==> config.mk <==
export PLATFORM = sky130hd
export DESIGN_NAME = mux_nway_rr_reg
export DESIGN_NICKNAME = d
export VERILOG_FILES = /design/src/rtl/mux_nway_rr_reg_pkg.sv /design/src/rtl/mux_nway_rr_reg_rr_arbiter.sv /design/src/rtl/mux_nway_rr_reg.sv
export SDC_FILE = /design/constraint.sdc
export NUM_CORES = 1
export LEC_CHECK = 0
export ABC_AREA = 1
export BUFFER_PORTS_ARGS = -buffer_cell sky130_fd_sc_hd__buf_2
export CAP_MARGIN = 20
export CORE_AREA = 2 2 55 57
export DETAILED_ROUTE_END_ITERATION = 8
export DIE_AREA = 0 0 57 59
export GPL_ROUTABILITY_DRIVEN = 0
export PLACE_DENSITY = 0.69
export SKIP_LAST_GASP = 1
export SLEW_MARGIN = 20
export SYNTH_ARGS = -nofsm -noshare
export SYNTH_HDL_FRONTEND = slang
export SYNTH_SLANG_ARGS = --single-unit
==> constraint.sdc <==
create_clock -name clk -period 1.67 [get_ports clk]
set_input_delay 0.167 -clock clk [delete_from_list [all_inputs] [get_ports clk]]
set_output_delay 0.167 -clock clk [all_outputs]
set_load 0.05 [all_outputs]
==> src/rtl/mux_nway_rr_reg_pkg.sv <==
// Shared definitions for the N-way registered selector: select-mode encodings and a
// constant-evaluable ceil(log2) used to size channel indices.
package mux_nway_rr_reg_pkg;

   localparam logic MODE_FIXED = 1'b0;
   localparam logic MODE_RR    = 1'b1;

   function automatic int unsigned clog2(input int unsigned n);
      int unsigned r;
      r = 0;
      while ((32'd1 << r) < n) r++;
      return r;
   endfunction

endpackage

==> src/rtl/mux_nway_rr_reg_rr_arbiter.sv <==
// Round-robin arbiter: rotates the request vector so ptr_i lands at bit 0, picks the lowest
// set bit, then rotates the one-hot result back into channel order.
module mux_nway_rr_reg_rr_arbiter
   import mux_nway_rr_reg_pkg::*;
#(
   parameter int unsigned NUM_IN = 4,
   parameter int unsigned PTRW   = clog2(NUM_IN)
) (
   input  logic [NUM_IN-1:0] req_i,
   input  logic [PTRW-1:0]   ptr_i,
   output logic [NUM_IN-1:0] grant_o
);

   logic [2*NUM_IN-1:0] req_dbl;
   logic [2*NUM_IN-1:0] gnt_dbl;
   logic [NUM_IN-1:0]   req_rot;
   logic [NUM_IN-1:0]   gnt_rot;
   logic                found;

   always_comb begin
      req_dbl = {req_i, req_i};
      req_rot = NUM_IN'(req_dbl >> ptr_i);
      gnt_rot = '0;
      found   = 1'b0;
      for (int unsigned k = 0; k < NUM_IN; k++) begin
         if (!found && req_rot[k]) begin
            gnt_rot[k] = 1'b1;
            found      = 1'b1;
         end
      end
      // Undo the rotation; the two halves fold a wrapped grant back below NUM_IN.
      gnt_dbl = {{NUM_IN{1'b0}}, gnt_rot} << ptr_i;
      grant_o = gnt_dbl[NUM_IN-1:0] | gnt_dbl[2*NUM_IN-1:NUM_IN];
   end

endmodule

==> src/rtl/mux_nway_rr_reg.sv <==
// Registered N-channel selector with valid/ready handshake. Explicit (sel) or round-robin
// channel choice, one output register stage, rr pointer tracks the last transfer in both modes.
module mux_nway_rr_reg
   import mux_nway_rr_reg_pkg::*;
#(
   parameter int unsigned WIDTH  = 6,
   parameter int unsigned NUM_IN = 4,
   parameter int unsigned SELW   = 2
) (
   input  logic                    clk,
   input  logic                    reset_n,
   input  logic [NUM_IN*WIDTH-1:0] in_data,
   input  logic [NUM_IN-1:0]       in_valid,
   output logic [NUM_IN-1:0]       in_ready,
   input  logic                    mode,
   input  logic [SELW-1:0]         sel,
   output logic [WIDTH-1:0]        out_data,
   output logic [SELW-1:0]         out_sel,
   output logic                    out_valid,
   input  logic                    out_ready
);

   logic [NUM_IN-1:0] rr_gnt;
   logic [NUM_IN-1:0] fix_gnt;
   logic [NUM_IN-1:0] grant;
   logic              load;
   logic              xfer;
   logic [WIDTH-1:0]  gnt_data;
   logic [SELW-1:0]   gnt_idx;

   logic [WIDTH-1:0]  out_data_q,  out_data_d;
   logic [SELW-1:0]   out_sel_q,   out_sel_d;
   logic              out_valid_q, out_valid_d;
   logic [SELW-1:0]   rr_ptr_q,    rr_ptr_d;

   mux_nway_rr_reg_rr_arbiter #(
      .NUM_IN (NUM_IN),
      .PTRW   (SELW)
   ) u_arb (
      .req_i   (in_valid),
      .ptr_i   (rr_ptr_q),
      .grant_o (rr_gnt)
   );

   // Grant selection, handshake and next-state for the output stage and rr pointer.
   always_comb begin
      fix_gnt = '0;
      for (int unsigned i = 0; i < NUM_IN; i++) begin
         fix_gnt[i] = in_valid[i] && (sel == SELW'(i));
      end

      grant    = (mode == MODE_RR) ? rr_gnt : fix_gnt;
      load     = !out_valid_q || out_ready;
      in_ready = grant & {NUM_IN{load}};
      xfer     = |in_ready;

      gnt_data = '0;
      gnt_idx  = '0;
      for (int unsigned i = 0; i < NUM_IN; i++) begin
         if (grant[i]) begin
            gnt_data = in_data[i*WIDTH +: WIDTH];
            gnt_idx  = SELW'(i);
         end
      end

      out_valid_d = out_valid_q;
      out_data_d  = out_data_q;
      out_sel_d   = out_sel_q;
      rr_ptr_d    = rr_ptr_q;
      if (load) begin
         out_valid_d = xfer;
         if (xfer) begin
            out_data_d = gnt_data;
            out_sel_d  = gnt_idx;
         end
      end
      if (xfer) begin
         rr_ptr_d = (gnt_idx == SELW'(NUM_IN - 1)) ? '0 : gnt_idx + SELW'(1);
      end
   end

   always_ff @(posedge clk or negedge reset_n) begin
      if (!reset_n) begin
         out_valid_q <= 1'b0;
         out_data_q  <= '0;
         out_sel_q   <= '0;
         rr_ptr_q    <= '0;
      end else begin
         out_valid_q <= out_valid_d;
         out_data_q  <= out_data_d;
         out_sel_q   <= out_sel_d;
         rr_ptr_q    <= rr_ptr_d;
      end
   end

   assign out_data  = out_data_q;
   assign out_sel   = out_sel_q;
   assign out_valid = out_valid_q;

endmodule
==> impl_metrics.env <==
export IMPL_wl_per_cell_um=13.1
export IMPL_dieWidth_um=57
export IMPL_synth_area_leaders="dfrtp_1 26%, nand2_1 23%, nand3_1 23%"
export IMPL_crit_top_cell="nand2_2"
export IMPL_layout_commonest_cell="nand2_1"
export IMPL_grt_total_usage_pct=21.1
export IMPL_relSlewSlack_pct=75.9
export IMPL_netlist_area_leader_share_pct=26.0
export IMPL_setup_violations=15
export IMPL_synth_top_area_cell="dfrtp_1"
export IMPL_synth_nets=210
export IMPL_fmaxAchievable_ghz=0.475
export IMPL_routed_wirelength_um=3760
export IMPL_dr_first_iter_drc_count=37
export IMPL_drive_above_1_share_pct=57.3
export IMPL_clk_pin_slew_ns=0.07
export IMPL_start_util_pct=39.1
export IMPL_power_density_nw_per_um2=2180
export IMPL_criticalPathCategory="reg2out"
export IMPL_rsz0062_at_grt="true"
export IMPL_min_period_over_period_pct=126
export IMPL_avgViaCountPerCell=5.13
export IMPL_hold_path_class="in2reg"
export IMPL_syn_inst=176
export IMPL_whs_ns=0.215
export IMPL_crit_arrival_ns=1.94
export IMPL_setup_slack_ns=-0.436
export IMPL_root_buffer="clkbuf_4"
export IMPL_rows=19
export IMPL_final_cell_mix="48 x nand2_1, 42 x buf_2, 29 x nand3_1, 28 x buf_4, 18 x nand3_2"
export IMPL_cp_slowest_stage_delay_ns=0.48
export IMPL_start_kind="register"
export IMPL_drv_cap=0
export IMPL_grt_max_degree=12
export IMPL_fin_skew_ns=0.00582
export IMPL_n_fill_cell=269
export IMPL_avgSynthCellArea_um2=6.01
export IMPL_fin_cells=286
export IMPL_chipHeight_um=59
export IMPL_min_period_ns=2.11
export IMPL_drc_errors=0
export IMPL_clock_latency_ns=0.27
export IMPL_antenna_left=0
export IMPL_synth_cell_types=16
export IMPL_required_ns=1.50
export IMPL_seq_area_frac_synth_pct=26.0
export IMPL_top_usage_layer="met2"
export IMPL_multi_input_area_um2=900
export IMPL_antenna_found_initial=0
export IMPL_failed_checks="negative setup slack"
export IMPL_grt_pass1_vias=1377
export IMPL_syn_to_final_growth_pct=76.4
export IMPL_fin_util_pct=68.9
export IMPL_via_count=1468
export IMPL_grtUsageMet2_pct=38.6
export IMPL_h_tree_depth=1
export IMPL_whs_path_depth=5
export IMPL_dp_cells=271
export IMPL_critPathSlowestCell="dfrtp_2"
export IMPL_drtPass1Iterations=4
export IMPL_synth_area_um2=1060
export IMPL_cts_tree="done"
export IMPL_nets=290
export IMPL_ys_warn_count=0
export IMPL_cts_made_buffers=3
export IMPL_grt_pass1_wl_um=5600
export IMPL_status="finished, violations left"
export IMPL_dpl_hpwl_um=2600
export IMPL_die_area_um2=3360
export IMPL_setup_tns_ns=-5.62
export IMPL_path_cells="buf_6 -> nand2_2 -> nand3_2 -> nand2_2 -> nand2_4 -> nor2_4 -> nand2_2 -> nand3_2 -> nand3_2 -> nand2_2 -> nand2_2 -> clkinvlp_4 -> buf_8"
export IMPL_final_seq_area_um2=279
export IMPL_crit_fanout=6
export IMPL_tightest_slew_ns=0.361
export IMPL_core_area_um2=2710
export IMPL_hold_violations=0
export IMPL_met1_usage_pct=24.5
export IMPL_use_met3_pct=4.80
export IMPL_grt_overflow=0
export IMPL_cts_num_sinks=11
export IMPL_ff2ff_path_depth=15
export IMPL_slew_viol_final=0
export IMPL_antennaDiodeCount=0
export IMPL_ir_drop_uv=1770
export IMPL_clockBufferDepth=2
export IMPL_ys_ff_latch=11
export IMPL_p_leak_nw=1.00
export IMPL_ios=47
export IMPL_endpoint_kind="output port"
export IMPL_port_buffer_count=46
[metal layers]
layer / up-vias / wire length (um)
li1: 736 / -
met1: 672 / 1470
met2: 55 / 2030
met3: 5 / 224
met4: 0 / 40
met5: - / 0
[sequential cells by signal, indices dropped and copies added (netlist names)]
register   flops
out_sel        2
out_data       6
out_valid      1
rr_ptr_q       2
[cells in the mapped netlist]
cell     count
dfrtp_1     11
o21ai_0      2
nand2_2      7
o21ai_4      2
nand2_4      1
nor2_1       6
inv_1       13
nand2_1     66
buf_6        2
inv_2        5
a21oi_1      1
buf_4        2
nand4_1      8
nand3_2      1
nand3_1     48
buf_2        1
[where the power goes]
| part | switching, W | leakage [nW] | internal, W |
|---|---|---|---|
| clock | 0.0000870 | 0.0150 | 0.0000925 |
| sequential | 0.000121 | 0.131 | 0.000415 |
| combinational | 0.00204 | 0.855 | 0.00131 |
| total | 0.00225 | 1.00 | 0.00182 |
[final timing paths]
kind,slack (ns),from,endpoint
worst min-delay path,0.21,in_data[16],out_data[4]
worst max register to register,-0.39,rr_ptr_q[0],out_data[3]
max in group asynchronous,1.17,reset_n,out_valid
worst min register to register,0.50,out_data[2],out_data[2]
min in group asynchronous,0.28,reset_n,out_sel[1]
worst max-delay path,-0.44,rr_ptr_q[0],in_ready[0]
[metrics by stage]
step                      instance area [um^2]  setup slack, ns  total power [W]
after floorplan                           1140           -0.105          0.00247
after global placement                    1540           -0.239          0.00318
after detailed placement                  1540           -0.266          0.00319
after CTS                                 1690           -0.397          0.00363
after global routing                      1870           -0.534          0.00438
final                                     1870           -0.436          0.00407
[logic make-up after synthesis]
family,after synthesis,synth area share (%)
simple gates,137,59.1
compound gates,5,4.49
buf+inv,23,10.4
flops,11,26.0
[layout make-up]
class                           instances  area share [%]
Multi-Input combinational cell        142            48.2
Timing Repair Buffer                   80            29.1
Sequential cell                        11            14.9
Inverter                               18            4.29
Tap cell                               31            2.08
Clock buffer                            4            1.41
[worst max-delay path: cells and delay by family, from the launching register on]
kind | cells | cell delay [ns]
buf+inv | 3 | 0.38
flops | 1 | 0.48
simple gates | 10 | 0.79
[timing repair]
action / CTS / global route
endpoints found under the hold margin: 11 / 0
pin swaps: 8 / 15
endpoints found under the setup margin: 15 / 15
hold buffers: 1 / 0
resized for setup: 18 / 41
setup buffers: 7 / 3
gates cloned: 0 / 0
Power figures use the tool's default switching activity.
